$ cat src/rtl/datapath_sequencer_pkg.sv
// seq_pkg: shared state, opcode, ALU-select, imm_sel and status-bit definitions for the sequencer.
package seq_pkg;
   typedef enum logic [2:0] {
      S_IDLE, S_FETCH, S_DECODE, S_EXEC, S_MEM, S_WBACK, S_HALT
   } state_t;
   localparam logic [6:0] OP_R   = 7'b0110011;
   localparam logic [6:0] OP_I   = 7'b0010011;
   localparam logic [6:0] OP_LW  = 7'b0000011;
   localparam logic [6:0] OP_SW  = 7'b0100011;
   localparam logic [6:0] OP_BR  = 7'b1100011;
   localparam logic [6:0] OP_SYS = 7'b1110011;
   localparam logic [2:0] ALU_ADD   = 3'd0;
   localparam logic [2:0] ALU_AND   = 3'd1;
   localparam logic [2:0] ALU_OR    = 3'd2;
   localparam logic [2:0] ALU_XOR   = 3'd3;
   localparam logic [2:0] ALU_SLL   = 3'd4;
   localparam logic [2:0] ALU_SRL   = 3'd5;
   localparam logic [2:0] ALU_SLT   = 3'd6;
   localparam logic [2:0] ALU_PASSB = 3'd7;
   localparam logic [1:0] IMM_I = 2'b00;
   localparam logic [1:0] IMM_S = 2'b01;
   localparam logic [1:0] IMM_B = 2'b10;
   localparam int ST_Z = 0;
   localparam int ST_N = 1;
   localparam int ST_C = 2;
   localparam int ST_V = 3;
   // funct3 encodings with no ALU meaning fall back to PASSB
   function automatic logic [2:0] f3_to_sel(input logic [2:0] f3);
      case (f3)
         3'b000:  return ALU_ADD;
         3'b111:  return ALU_AND;
         3'b110:  return ALU_OR;
         3'b100:  return ALU_XOR;
         3'b001:  return ALU_SLL;
         3'b101:  return ALU_SRL;
         3'b010:  return ALU_SLT;
         default: return ALU_PASSB;
      endcase
   endfunction
endpackage

$ cat src/rtl/datapath_sequencer_if.sv
// datapath_sequencer_if: instruction/status inputs and datapath control outputs of the sequencer.
interface datapath_sequencer_if;
   logic        start;
   logic [31:0] Instr;
   logic [3:0]  status;
   logic        RegRW;
   logic        ALUsrc;
   logic [3:0]  ALUop;
   logic        c_in;
   logic        MRW;
   logic        WB;
   logic        PCsrc;
   logic [1:0]  imm_sel;
   logic        pc_en;
   logic        busy;
   logic        halted;
   logic        illegal;
   logic [31:0] instr_retired;
   modport slave (
      input  start, Instr, status,
      output RegRW, ALUsrc, ALUop, c_in, MRW, WB, PCsrc, imm_sel,
             pc_en, busy, halted, illegal, instr_retired
   );
   modport master (
      output start, Instr, status,
      input  RegRW, ALUsrc, ALUop, c_in, MRW, WB, PCsrc, imm_sel,
             pc_en, busy, halted, illegal, instr_retired
   );
endinterface

$ cat src/rtl/datapath_sequencer_alu_decode.sv
// seq_alu_decode: maps opcode/funct3/funct7[5] to ALUop, carry-in and a bad-branch-funct3 flag.
module seq_alu_decode
   import seq_pkg::*;
(
   input  logic [6:0] opcode_i,
   input  logic [2:0] funct3_i,
   input  logic       funct7b5_i,
   output logic [3:0] alu_op_o,
   output logic       c_in_o,
   output logic       illegal_f3_o
);
   logic [2:0] sel;
   logic       sub;
   always_comb begin
      sel          = ALU_ADD;
      sub          = 1'b0;
      illegal_f3_o = 1'b0;
      if (opcode_i == OP_R || opcode_i == OP_I) begin
         sel = f3_to_sel(funct3_i);
         sub = (sel == ALU_SLT) || (opcode_i == OP_R && funct3_i == 3'b000 && funct7b5_i);
      end else if (opcode_i == OP_BR) begin
         sub          = 1'b1;
         illegal_f3_o = !(funct3_i inside {3'b000, 3'b001, 3'b100, 3'b101});
      end
   end
   assign alu_op_o = {sub, sel};
   assign c_in_o   = sub;
endmodule

$ cat src/rtl/datapath_sequencer.sv
// datapath_sequencer: multi-cycle FETCH/DECODE/EXEC/MEM/WBACK control FSM for the RV32I-subset datapath.
// Define SEQ_INSTR_CNT_EN to build the retired-instruction counter.
module datapath_sequencer
   import seq_pkg::*;
#(
   parameter int unsigned MEM_WAIT        = 0,
   parameter bit          HALT_ON_ILLEGAL = 1'b1
) (
   input logic                 clk,
   input logic                 reset,
   datapath_sequencer_if.slave bus
);
   state_t      state_q, state_d;
   logic [31:0] ir_q, ir_d;
   logic [3:0]  wait_q, wait_d;
   logic        illegal_q, illegal_d;
   logic        pc_en, pcsrc, regrw, mrw, wb;
   logic [6:0]  opcode;
   logic [2:0]  funct3;
   logic [3:0]  dec_alu_op;
   logic        dec_c_in, illegal_f3;
   logic        is_ld, is_st, is_br, legal_op, taken, mem_last, alu_hold;
   logic        unused_bits;
   assign opcode = ir_q[6:0];
   assign funct3 = ir_q[14:12];
   seq_alu_decode u_alu_decode (
      .opcode_i    (opcode),
      .funct3_i    (funct3),
      .funct7b5_i  (ir_q[30]),
      .alu_op_o    (dec_alu_op),
      .c_in_o      (dec_c_in),
      .illegal_f3_o(illegal_f3)
   );
   assign is_ld    = opcode == OP_LW;
   assign is_st    = opcode == OP_SW;
   assign is_br    = opcode == OP_BR;
   assign legal_op = opcode inside {OP_R, OP_I, OP_LW, OP_SW, OP_BR};
   // funct3[0] inverts the sense: 000 Z, 001 !Z, 100 N^V, 101 !(N^V)
   assign taken    = funct3[0] ^ (funct3[2] ? (bus.status[ST_N] ^ bus.status[ST_V]) : bus.status[ST_Z]);
   assign mem_last = wait_q == 4'(MEM_WAIT);
   assign alu_hold = state_q inside {S_EXEC, S_MEM, S_WBACK};
   assign unused_bits = ^{ir_q[31], ir_q[29:15], ir_q[11:7], bus.status[ST_C]};
   always_ff @(posedge clk) begin
      if (reset) begin
         state_q   <= S_IDLE;
         ir_q      <= '0;
         wait_q    <= '0;
         illegal_q <= 1'b0;
      end else begin
         state_q   <= state_d;
         ir_q      <= ir_d;
         wait_q    <= wait_d;
         illegal_q <= illegal_d;
      end
   end
   always_comb begin
      state_d   = state_q;
      ir_d      = ir_q;
      wait_d    = wait_q;
      illegal_d = illegal_q;
      pc_en     = 1'b0;
      pcsrc     = 1'b0;
      regrw     = 1'b0;
      mrw       = 1'b0;
      wb        = 1'b0;
      case (state_q)
         S_IDLE:   state_d = bus.start ? S_FETCH : S_IDLE;
         S_FETCH: begin
            ir_d    = bus.Instr;
            state_d = S_DECODE;
         end
         S_DECODE: begin
            if (legal_op) state_d = S_EXEC;
            else if (opcode == OP_SYS) state_d = S_HALT;
            else begin
               illegal_d = 1'b1;
               pc_en     = !HALT_ON_ILLEGAL;
               state_d   = HALT_ON_ILLEGAL ? S_HALT : S_FETCH;
            end
         end
         S_EXEC: begin
            if (is_br && illegal_f3) begin
               illegal_d = 1'b1;
               pc_en     = !HALT_ON_ILLEGAL;
               state_d   = HALT_ON_ILLEGAL ? S_HALT : S_FETCH;
            end else if (is_br) begin
               pc_en   = 1'b1;
               pcsrc   = taken;
               state_d = S_FETCH;
            end else if (is_ld || is_st) begin
               wait_d  = '0;
               state_d = S_MEM;
            end else state_d = S_WBACK;
         end
         S_MEM: begin
            wait_d  = mem_last ? 4'd0 : wait_q + 4'd1;
            mrw     = mem_last && is_st;
            pc_en   = mem_last && is_st;
            state_d = !mem_last ? S_MEM : (is_st ? S_FETCH : S_WBACK);
         end
         S_WBACK: begin
            regrw   = 1'b1;
            pc_en   = 1'b1;
            wb      = !is_ld;
            state_d = S_FETCH;
         end
         S_HALT:   state_d = S_HALT;
         default:  state_d = S_IDLE;
      endcase
   end
   assign bus.RegRW   = regrw;
   assign bus.MRW     = mrw;
   assign bus.WB      = wb;
   assign bus.PCsrc   = pcsrc;
   assign bus.pc_en   = pc_en;
   assign bus.ALUop   = alu_hold ? dec_alu_op : 4'd0;
   assign bus.c_in    = alu_hold && dec_c_in;
   assign bus.ALUsrc  = alu_hold && (opcode == OP_I || is_ld || is_st);
   assign bus.imm_sel = !alu_hold ? IMM_I : (is_st ? IMM_S : (is_br ? IMM_B : IMM_I));
   assign bus.busy    = !(state_q inside {S_IDLE, S_HALT});
   assign bus.halted  = state_q == S_HALT;
   assign bus.illegal = illegal_q;
`ifdef SEQ_INSTR_CNT_EN
   logic [31:0] cnt_q, cnt_d;
   assign cnt_d = cnt_q + {31'd0, pc_en};
   always_ff @(posedge clk) cnt_q <= reset ? 32'd0 : cnt_d;
   assign bus.instr_retired = cnt_q;
`else
   assign bus.instr_retired = 32'd0;
`endif
endmodule

$ cat src/flat_wrapper.sv
// flat-port wrapper written by rule: the top's interface ports become plain ports
module datapath_sequencer_flat import seq_pkg::*;
#(
   parameter int unsigned MEM_WAIT        = 0,
   parameter bit          HALT_ON_ILLEGAL = 1'b1
)
  (clk, reset, bus_start, bus_Instr, bus_status, bus_RegRW, bus_ALUsrc, bus_ALUop, bus_c_in, bus_MRW, bus_WB, bus_PCsrc, bus_imm_sel, bus_pc_en, bus_busy, bus_halted, bus_illegal, bus_instr_retired);
  datapath_sequencer_if bus_i ();
  input logic clk;
  input logic reset;
  input wire logic [$bits(bus_i.start)-1:0] bus_start;
  input wire logic [$bits(bus_i.Instr)-1:0] bus_Instr;
  input wire logic [$bits(bus_i.status)-1:0] bus_status;
  output wire logic [$bits(bus_i.RegRW)-1:0] bus_RegRW;
  output wire logic [$bits(bus_i.ALUsrc)-1:0] bus_ALUsrc;
  output wire logic [$bits(bus_i.ALUop)-1:0] bus_ALUop;
  output wire logic [$bits(bus_i.c_in)-1:0] bus_c_in;
  output wire logic [$bits(bus_i.MRW)-1:0] bus_MRW;
  output wire logic [$bits(bus_i.WB)-1:0] bus_WB;
  output wire logic [$bits(bus_i.PCsrc)-1:0] bus_PCsrc;
  output wire logic [$bits(bus_i.imm_sel)-1:0] bus_imm_sel;
  output wire logic [$bits(bus_i.pc_en)-1:0] bus_pc_en;
  output wire logic [$bits(bus_i.busy)-1:0] bus_busy;
  output wire logic [$bits(bus_i.halted)-1:0] bus_halted;
  output wire logic [$bits(bus_i.illegal)-1:0] bus_illegal;
  output wire logic [$bits(bus_i.instr_retired)-1:0] bus_instr_retired;
  assign bus_i.start = bus_start;
  assign bus_i.Instr = bus_Instr;
  assign bus_i.status = bus_status;
  assign bus_RegRW = bus_i.RegRW;
  assign bus_ALUsrc = bus_i.ALUsrc;
  assign bus_ALUop = bus_i.ALUop;
  assign bus_c_in = bus_i.c_in;
  assign bus_MRW = bus_i.MRW;
  assign bus_WB = bus_i.WB;
  assign bus_PCsrc = bus_i.PCsrc;
  assign bus_imm_sel = bus_i.imm_sel;
  assign bus_pc_en = bus_i.pc_en;
  assign bus_busy = bus_i.busy;
  assign bus_halted = bus_i.halted;
  assign bus_illegal = bus_i.illegal;
  assign bus_instr_retired = bus_i.instr_retired;
  datapath_sequencer #(.MEM_WAIT(MEM_WAIT), .HALT_ON_ILLEGAL(HALT_ON_ILLEGAL)) u_core (.clk(clk), .reset(reset), .bus(bus_i));
endmodule
$ cat config.mk
export PLATFORM = sky130hd
export DESIGN_NAME = datapath_sequencer_flat
export DESIGN_NICKNAME = d
export VERILOG_FILES = /design/src/rtl/datapath_sequencer_pkg.sv /design/src/rtl/datapath_sequencer_if.sv /design/src/rtl/datapath_sequencer_alu_decode.sv /design/src/rtl/datapath_sequencer.sv /design/src/flat_wrapper.sv
export SDC_FILE = /design/constraint.sdc
export NUM_CORES = 1
export LEC_CHECK = 0
export ABC_AREA = 1
export CAP_MARGIN = 10
export CORE_MARGIN = 5
export CORE_UTILIZATION = 40
export CTS_CLUSTER_DIAMETER = 60
export DETAILED_ROUTE_END_ITERATION = 8
export GPL_TIMING_DRIVEN = 1
export PLACE_DENSITY = 0.86
export SETUP_SLACK_MARGIN = 0.15
export SKIP_CTS_REPAIR_TIMING = 1
export SYNTH_ARGS = -nofsm -noshare
export SYNTH_HDL_FRONTEND = slang
export SYNTH_SLANG_ARGS = --single-unit
$ cat constraint.sdc
create_clock -name clk -period 2.74 [get_ports clk]
set_input_delay 0.548 -clock clk [delete_from_list [all_inputs] [get_ports clk]]
set_output_delay 0.548 -clock clk [all_outputs]
set_load 0.05 [all_outputs]
Yosys cells after proc, flatten, opt, wreduce, memory -nomap -nowiden
Index checks and enable logic that the tools add are counted.
{ "totals": {"inputBits": 39, "wordCells": 94, "output_inout_bits": 48, "register_bits": 39} }
{ "op_classes": {"n_addsub": 1, "muxes": 37, "n_eq_ne": 25, "reduce_logical": 25, "bitwise": 2} }
{ "ops": {"columns": ["cell", "count"], "rows": [
  ["one-hot mux 3 bit (7 select lines)", 2],
  ["equality test 3 bit, second input constant", 8],
  ["two-way mux 3 bit", 7],
  ["two-way mux 4 bit", 5],
  ["two-way mux 1 bit", 17],
  ["equality test 7 x 6 -> 1 bit, second input constant", 2],
  ["equality test 7 bit, second input constant", 2],
  ["!= test 2 bit, second input constant", 6],
  ["equality test 3 x 2 -> 1 bit, second input constant", 3],
  ["one-hot mux 4 bit (2 select lines)", 1],
  ["AND reduction 4 bit", 2],
  ["equality test 7 x 2 -> 1 bit, second input constant", 1],
  ["equality test 7 x 5 -> 1 bit, second input constant", 1],
  ["equality test 3 x 1 -> 1 bit, second input constant", 2],
  ["logical AND 1 bit", 6],
  ["logical NOT 3 bit", 2],
  ["two-way mux 2 bit", 3],
  ["nonzero test 2 bit", 3],
  ["logical OR 1 bit", 5],
  ["nonzero test 5 bit", 1],
  ["adder 4 x 1 -> 4 bit, second input constant", 1],
  ["logical NOT 4 bit", 1],
  ["nonzero test 4 bit", 1],
  ["logical NOT 1 bit", 3],
  ["other kinds (4)", 5]
]} }

Logic depth before layout (Yosys ltp)
Gate-level depths: netlist (run 1).
{ "logic_depth": {"word_depth": 8, "mapped_depth": 10, "mapped_depth_nobuf": 10} }

Cells and area by module
Synthesis (run 1) repeated with hierarchy kept, for this count alone.
{ "unflattened": {"hier_cells": 236, "area_unflattened_um2": 1662.8} }
{ "by_module_without_submodules": {"columns": ["module", "cells_each", "instances", "seq_area_each_um2", "area_per_inst_um2"], "rows": [
  ["datapath_sequencer", 204, 1, 380.4, 1521.5],
  ["seq_alu_decode", 32, 1, 0.0, 141.4]
]} }

Worst setup path after synthesis (run 1)
OpenSTA, ideal clock, no wires.
{ "synth_path": {"path_kind": "reg-to-output", "from": "register u_core.state_q[0]", "to": "output bus_ALUop[3]", "path_slack_ns": 0.098, "t_arrival_ns": 2.094, "path_buffers": 1, "path_stages_with_launch": 8, "required_ns": 2.192, "path_cell_list": "dfxtp_1 > inv_2 > nor3_4 > inv_1 > nand2_2 > o21ai_1 > a31oi_1 > buf_4"} }
{ "synth_between": {"elab_chain_len": 3, "word_cells_on_any_way": 5, "cone_classes": "eq/ne: 3; mux: 1; reduce/logical: 1"} }
{ "synth_rtl": {"columns": ["element", "line_no", "rtl"], "rows": [
  ["start, declared", "datapath_sequencer.sv:13", "state_t state_q, state_d;"],
  ["start signal, assigned", "datapath_sequencer.sv:50", "state_q <= state_d;"],
  ["equality test 3 x 2 -> 1 bit or equality test 3 bit (tied branches)", "datapath_sequencer.sv:41", "assign alu_hold = state_q inside {S_EXEC, S_MEM, S_WBACK};"],
  ["nonzero test 3 bit (*)", "datapath_sequencer.sv:41", null],
  ["two-way mux 4 bit (*)", "datapath_sequencer.sv:116", "assign bus.ALUop = alu_hold ? dec_alu_op : 4'd0;"],
  ["end, declared", "flat_wrapper.sv:16", "output wire logic [$bits(bus_i.ALUop)-1:0] bus_ALUop;"]
]} }
Mark *: on every way between the ends. The rest lies on a longest branch, timed or not.

Worst setup path after layout (run 1)
{ "layout_path": {"from": "register u_core.state_q[2]", "to": "output bus_RegRW"} }
{ "layout_between": {"elab_chain_len": 2} }
{ "layout_rtl": {"columns": ["element", "line_no", "rtl"], "rows": [
  ["equality test 3 bit", "datapath_sequencer.sv:66", "case (state_q)"],
  ["two-way mux 1 bit", "datapath_sequencer.sv:66", null],
  ["end, declared", "flat_wrapper.sv:14", "output wire logic [$bits(bus_i.RegRW)-1:0] bus_RegRW;"]
]} }
Every way passes these cells.

==> results of run 1 <==
==> metrics by stage <==
step	std cells	util	power, W	hold WS [ns]
4_1_cts	287	0.493	0.00110	0.459
6_report	287	0.496	0.00109	0.454
5_1_grt	287	0.496	0.00117	0.478
2_1_floorplan	242	-	0.000877	0.424
3_5_place_dp	283	0.485	0.000952	0.442
3_3_place_gp	283	0.485	0.000946	0.434
==> layout make-up <==
type	count	area, um^2	share of cell area
inverters	30	113	0.0670
clock inverters	1	5.00	0.00298
repair buffers	33	328	0.195
multi-input cells	155	774	0.461
flip-flops and latches	19	380	0.226
clock buffers	3	22.5	0.0134
well taps	46	57.6	0.0343
==> registers in the layout (all words and copies together), names as in the netlist <==
signal	count
u_core.bus.illegal	1
u_core.ir_q	11
u_core.state_q	3
u_core.wait_q	4
==> worst max-delay path, stage by stage, from the launching register on <==
cell and delay, ns:
dfxtp_1 0.49, nand2_1 0.17, nor2_2 0.13, clkdlybuf4s50_1 0.81
==> final timing paths <==
check / startpoint / to / slack, ns
max reg2reg: u_core.state_q[1]$_SDFF_PP0_ / u_core.ir_q[13]$_SDFFE_PP0P_ / 1.15
min reg2reg: u_core.ir_q[1]$_SDFFE_PP0P_ / u_core.ir_q[1]$_SDFFE_PP0P_ / 0.45
min: u_core.ir_q[1]$_SDFFE_PP0P_ / u_core.ir_q[1]$_SDFFE_PP0P_ / 0.45
max: u_core.state_q[2]$_SDFF_PP0_ / bus_RegRW / 0.28
==> per-layer routing <==
metal / part of all wire / vias to the layer above
met4: 0.0099 / 0
met3: 0.089 / 2
met5: 0 / -
met2: 0.48 / 50
li1: - / 669
met1: 0.42 / 566
==> cell usage after synthesis (all sizes together), types with 2 or more instances <==
master	count
xnor2	2
buf	37
a31oi	3
a21oi	21
nor2	24
nand2	33
nor3	4
nand4	3
xor2	2
nand3	10
o21ai	18
ha	2
dfxtp	19
inv	30
==> cells by family (layout without fill, tap and decap cells) <==
| family | Yosys count | count (layout) | share of synthesized area |
|---|---|---|---|
| other | 1 | 32 | 0.00265 |
| flip-flops | 19 | 19 | 0.269 |
| buffers and inverters | 68 | 67 | 0.273 |
| AO/OA/AOI/OAI | 43 | 43 | 0.176 |
| AND/OR/NAND/NOR | 74 | 74 | 0.238 |
| adder cells (fa/ha/maj) | 2 | 2 | 0.0177 |
| XOR/XNOR | 4 | 4 | 0.0247 |
==> power breakdown <==
group / internal, W / leakage (nW) / switching, W
Sequential: 0.000343 / 0.155 / 0.0000672
Clock: 0.0000545 / 0.0177 / 0.0000883
Combinational: 0.000151 / 0.655 / 0.000386
Total: 0.000549 / 0.828 / 0.000541
==> summary.md, run 1 <==
| Metric | Value |
|---|---|
| Num Clock Sinks | 19 |
| RSZ-0062 raised after global routing | no |
| Grt met1 use | 0.133 |
| Die area | 0.00483 mm^2 |
| Distinct cells, synth | 27 |
| Ys async rst share | 0 |
| Pleak | 0.828 nW |
| Synth area leader | dfxtp_1 |
| Ant. Diodes | 0 |
| Most frequent cells in the layout | conb_1 (32), nand2_1 (29), inv_1 (24), nor2_1 (20) |
| Worst Tran Pin Value | 0.709 ns |
| Clk Latency, worst-skew pair | 0.30 ns |
| Routing usage on met3 | 0.0304 |
| EDFF count, synth | 0 |
| Post-route ant nets | 0 |
| Arr. time, crit path | between 1.5 and 2 ns |
| Worst min path class | reg2reg |
| Worst setup margin | ~0.28 ns |
| TritonRoute pass-1 iters | 5 |
| Gr busiest metal | met2 |
| Reported max-cap violation count | 0 |
| Drt wl/cell | 10.2 um |
| Post-Place Cell Area | 0.00164 mm^2 |
| Worst slack, placed | 0.318 ns |
| Setup TNS | 0 ns |
| Pwr Density | about 650 mW/mm^2 |
| Syn Inst Count | ~210 |
| Tmin final | 2.46 ns |
| Vias in the first global route | 1127 |
| CTS H-Tree Depth | 1 |
| Register area share after synthesis | 0.269 |
| IO Count | 87 |
| Critical path class | reg2out |
| Vias per cell | 4.48 |
| DP HPWL | 2380 um |
| Startpoint types | register |
| GR Layer Usage met2 | 0.202 |
| Starting Density | 0.418 |
| #FFs+latches synth | 19 |
| Mapped Area | ~0.0014 mm^2 |
| Core ar. | 0.00339 mm^2 |
| Clk root buf | clkbuf_4 |
| Total track usage | 0.117 |
| Top-area cell type share of the netlist area | 0.269 |
| Max IR drop VDD | 336 uV |
| Inserted Clock Buffers | 3 |
| Outcome | finished, final reports clean |
| TritonCTS clock tree | yes |
| CTS clk-pin slew, worst paths | 0.11 ns |
| Share of cells above drive strength 1 | 0.154 |
| Initial antenna violation count | 0 |
| Die width | 69.5 um |
| Die Span Y | 69.5 um |
| Mean Syn Cell Area | around 6.7 um^2 |
| Fin. max-slew vios | 0 |
| Initial DRC Count | 55 |
| Total wire length | just under 3000 um |
| Final Skew | approximately 0.0046 ns |
| Commonest non-fill, non-tap cell in the layout | conb_1 |
| Fmax | 0.407 GHz |
| Post-route cell area | 0.00168 mm^2 |
| R2r worst-path depth | 4 |
| Buffers added on ports | 32 |
| Critical path endpoint category | primary output |
| Maximum clock path buffer count | 2 |
| Std-Cell Rows | 21 |
| First-pass GRT wire length | between 4000 and 5000 um |
| # fillers | 348 |
| DRC Markers | 0 |
| Top FF cell, synth | dfxtp_1 |
| Worst hold path cell count | 2 |
| Grt ovf | 0 |
| Ys Warns | 0 |
| Top post-synthesis cells by area | dfxtp_1 (27%), buf_4 (18%), nand2_1 (7.7%) |
| Area growth, synth to finish | 18.6% |
| Total Nets Final | 283 |
| Final worst path period share | 0.898 |
| Routability congestion estimate | 0.837 |
| Largest net degree at the start of global routing | 24 |
| Final Hold Viols | 0 |
| Max_slew headroom | 0.526 |
| Largest fanout on the critical path | 6 |
| Worst EP required | 2.19 ns |
| Vias | 1287 |
| Final setup vio count | 0 |
Power figures use the tool's default switching activity.
==> run 2, diff against run 1 <==
--- a/config.mk
+++ b/config.mk
@@ -15,6 +15,7 @@
 export PLACE_DENSITY = 0.86
 export SETUP_SLACK_MARGIN = 0.15
 export SKIP_CTS_REPAIR_TIMING = 1
+export SKIP_LAST_GASP = 1
 export SYNTH_ARGS = -nofsm -noshare
 export SYNTH_HDL_FRONTEND = slang
 export SYNTH_SLANG_ARGS = --single-unit
==> results of run 2 <==
No change in the layout: final DEF, timing and power equal those of run 1.
==> run 3, diff against run 2 <==
--- a/config.mk
+++ b/config.mk
@@ -7,12 +7,12 @@
 export LEC_CHECK = 0
 export ABC_AREA = 1
 export CAP_MARGIN = 10
-export CORE_MARGIN = 5
+export CORE_MARGIN = 8
 export CORE_UTILIZATION = 40
 export CTS_CLUSTER_DIAMETER = 60
 export DETAILED_ROUTE_END_ITERATION = 8
 export GPL_TIMING_DRIVEN = 1
-export PLACE_DENSITY = 0.86
+export PLACE_DENSITY = 0.9
 export SETUP_SLACK_MARGIN = 0.15
 export SKIP_CTS_REPAIR_TIMING = 1
 export SKIP_LAST_GASP = 1
==> run 3 against run 2 <==
  * Non-clock buffer count decreased by 1
  * Wire length increased by 4.1%
  * Setup slack got worse by 0.00097 ns
  * Critical path depth unchanged
  * Global-route usage decreased by 1.1 points
  * Cell count decreased by 0.35%
  * Clock-buffer cell count increased by 1
  * Flip-flop and latch count unchanged
  * Die area increased by 18%
  * Total power about the same
  * Final area decreased by 0.97%
  * Critical endpoint is now bus_halted
  * Highest routed layer unchanged
==> summary.md, run 3 (same netlist as run 1, synthesis figures left out) <==
| Metric | Value |
|---|---|
| Outcome | finished, final reports clean |
| Buffers added on ports | 32 (unchanged) |
| Grt ovf | 0 (unchanged) |
| Vias per cell | 4.50 (+0.35%) |
| Reported max-cap violation count | 0 (unchanged) |
| Commonest non-fill, non-tap cell in the layout | conb_1 |
| Setup TNS | 0 ns (unchanged) |
| Tmin final | 2.46 ns (+0.000966 ns) |
| TritonRoute pass-1 iters | 4 (-1) |
| R2r worst-path depth | 4 (unchanged) |
| DRC Markers | 0 (unchanged) |
| Pwr Density | 655 mW/mm^2 (+0.96%) |
| Multi-input logic area | 774 um^2 (unchanged) |
| Inserted Clock Buffers | 3 (unchanged) |
| Total wire length | 3060 um (+4.1%) |
| Number of flip-flops in the largest register | 11 (unchanged) |
| Vias in the first global route | 1143 (+1.4%) |
| Largest net degree at the start of global routing | 24 (unchanged) |
| Worst-path cell chain | inv_2 > nor2_1 > clkdlybuf4s50_1 |
| Clk root buf | clkbuf_4 |
| Routability congestion estimate | 0.972 (+16%) |
| First-pass GRT wire length | 4710 um (-1.0%) |
| Num Clock Sinks | 19 (unchanged) |
| Sequential cell area | 380 um^2 (unchanged) |
| Total track usage | 0.106 (-0.0111) |
| Worst EP required | 2.19 ns (about the same) |
| Arr. time, crit path | 1.91 ns (about the same) |
| Ant. Diodes | 0 (unchanged) |
| Most flops, register | u_core.ir_q |
| Total Nets Final | 282 (-0.35%) |
| Max incr delay on CP | 0.85 ns (+0.04 ns) |
| CTS H-Tree Depth | 1 (unchanged) |
| Largest fanout on the critical path | 6 (unchanged) |
| Area growth, synth to finish | 17.5% |
| Most frequent cells in the layout | conb_1 (32), nand2_1 (29), inv_1 (24), nor2_1 (20), clkdlybuf4s50_1 (20) |
| Largest regs | u_core.ir_q x11, u_core.wait_q x4, u_core.state_q x3 |
| Fmax | 0.406 GHz (about the same) |
| Register-to-Register Setup Slack | 1.13 ns (-0.02 ns) |
| TritonCTS clock tree | yes |
| Share of cells above drive strength 1 | 0.150 (-0.00353) |
| CTS clk-pin slew, worst paths | 0.11 ns (about the same) |
| Startpoint types | register |
| Initial antenna violation count | 0 (unchanged) |
| RSZ-0062 raised after global routing | no |
| Final worst path period share | 0.898 (about the same) |
| Maximum clock path buffer count | 2 (unchanged) |
| Pleak | 0.786 nW (-5.1%) |
| Final Skew | 0.00569 ns (+0.00113 ns) |
| Worst hold path cell count | 2 (unchanged) |
| Max_slew headroom | 0.506 (-0.0203) |
| Die area | 0.00570 mm^2 (+18%) |
| Critical path endpoint category | primary output |
| Initial DRC Count | 54 (-1.8%) |
| Total power | 0.00109 W (about the same) |
| Post-route ant nets | 0 (unchanged) |
| IO Count | 87 (unchanged) |
| DP HPWL | 2600 um (+9.2%) |
| Worst min path class | reg2reg |
| Die width | 75.5 um (+8.6%) |
| Std-Cell Rows | 21 (unchanged) |
| Clk Latency, worst-skew pair | 0.30 ns (about the same) |
| Max IR drop VDD | 308 uV (-8.4%) |
| Slowest-stage cell, CP | clkdlybuf4s50_1 |
| # fillers | 350 (+0.57%) |
| Critical path class | reg2out |
| Vias | 1287 (unchanged) |
| Hold Slack | 0.455 ns (+0.00151 ns) |
| Die Span Y | 75.5 um (+8.6%) |
| Fin. max-slew vios | 0 (unchanged) |
| Final Hold Viols | 0 (unchanged) |
| Worst Tran Pin Value | 0.739 ns (+0.0303 ns) |
| Core ar. | 0.00336 mm^2 (-0.78%) |
| Final setup vio count | 0 (unchanged) |
| Starting Density | 0.421 (+0.00326) |
| Drt wl/cell | 10.7 um (+4.5%) |
-- run 3: cell types whose count changed in the layout (fill, tap and decap cells not counted) --
cell	change
clkbuf_1	+1
clkinv_2	-1
clkdlybuf4s50_1	+1
dlymetal6s2s_1	-2
-- run 3: final timing paths --
path	from	end
max	u_core.state_q[2]$_SDFF_PP0_	bus_halted
min	u_core.ir_q[1]$_SDFFE_PP0P_	u_core.ir_q[1]$_SDFFE_PP0P_
max reg2reg	u_core.state_q[1]$_SDFF_PP0_	u_core.ir_q[13]$_SDFFE_PP0P_
min reg2reg	u_core.ir_q[1]$_SDFFE_PP0P_	u_core.ir_q[1]$_SDFFE_PP0P_
-- run 3: through the flow --
stage / util / worst slack, ns / cell area (um^2) / std cells
2_1_floorplan: - / 0.267 / 1540 / 242
3_3_place_gp: 0.485 / 0.443 / 1630 / 282
3_5_place_dp: 0.485 / 0.436 / 1630 / 282
4_1_cts: 0.493 / 0.0905 / 1660 / 286
5_1_grt: 0.495 / 0.168 / 1660 / 286
6_report: 0.495 / 0.280 / 1660 / 286
-- run 3: layer usage --
layer | wire (um) | vias up | GRT usage
li1 | - | 666 | -
met1 | 1270 | 564 | 0.122
met2 | 1500 | 53 | 0.190
met3 | 230 | 4 | 0.0145
met4 | 55 | 0 | 0.0448
met5 | 0 | - | 0
-- run 3: layout make-up --
type	count	area share
inverters	30	0.0677
repair buffers	32	0.188
clock buffers	4	0.0158
multi-input cells	155	0.465
flip-flops and latches	19	0.229
well taps	46	0.0346
-- run 3: where the power goes --
part	switching [W]	internal, W	leakage [nW]
Combinational	0.000387	0.000150	0.615
Clock	0.0000853	0.0000568	0.0150
Sequential	0.0000680	0.000344	0.155
-- run 3: worst max-delay path: cells and delay by family, from the launching register on --
| family | cells | cell delay, ns |
|---|---|---|
| buffers and inverters | 2 | 0.94 |
| and+or+nand+nor | 1 | 0.20 |
| DFF | 1 | 0.47 |
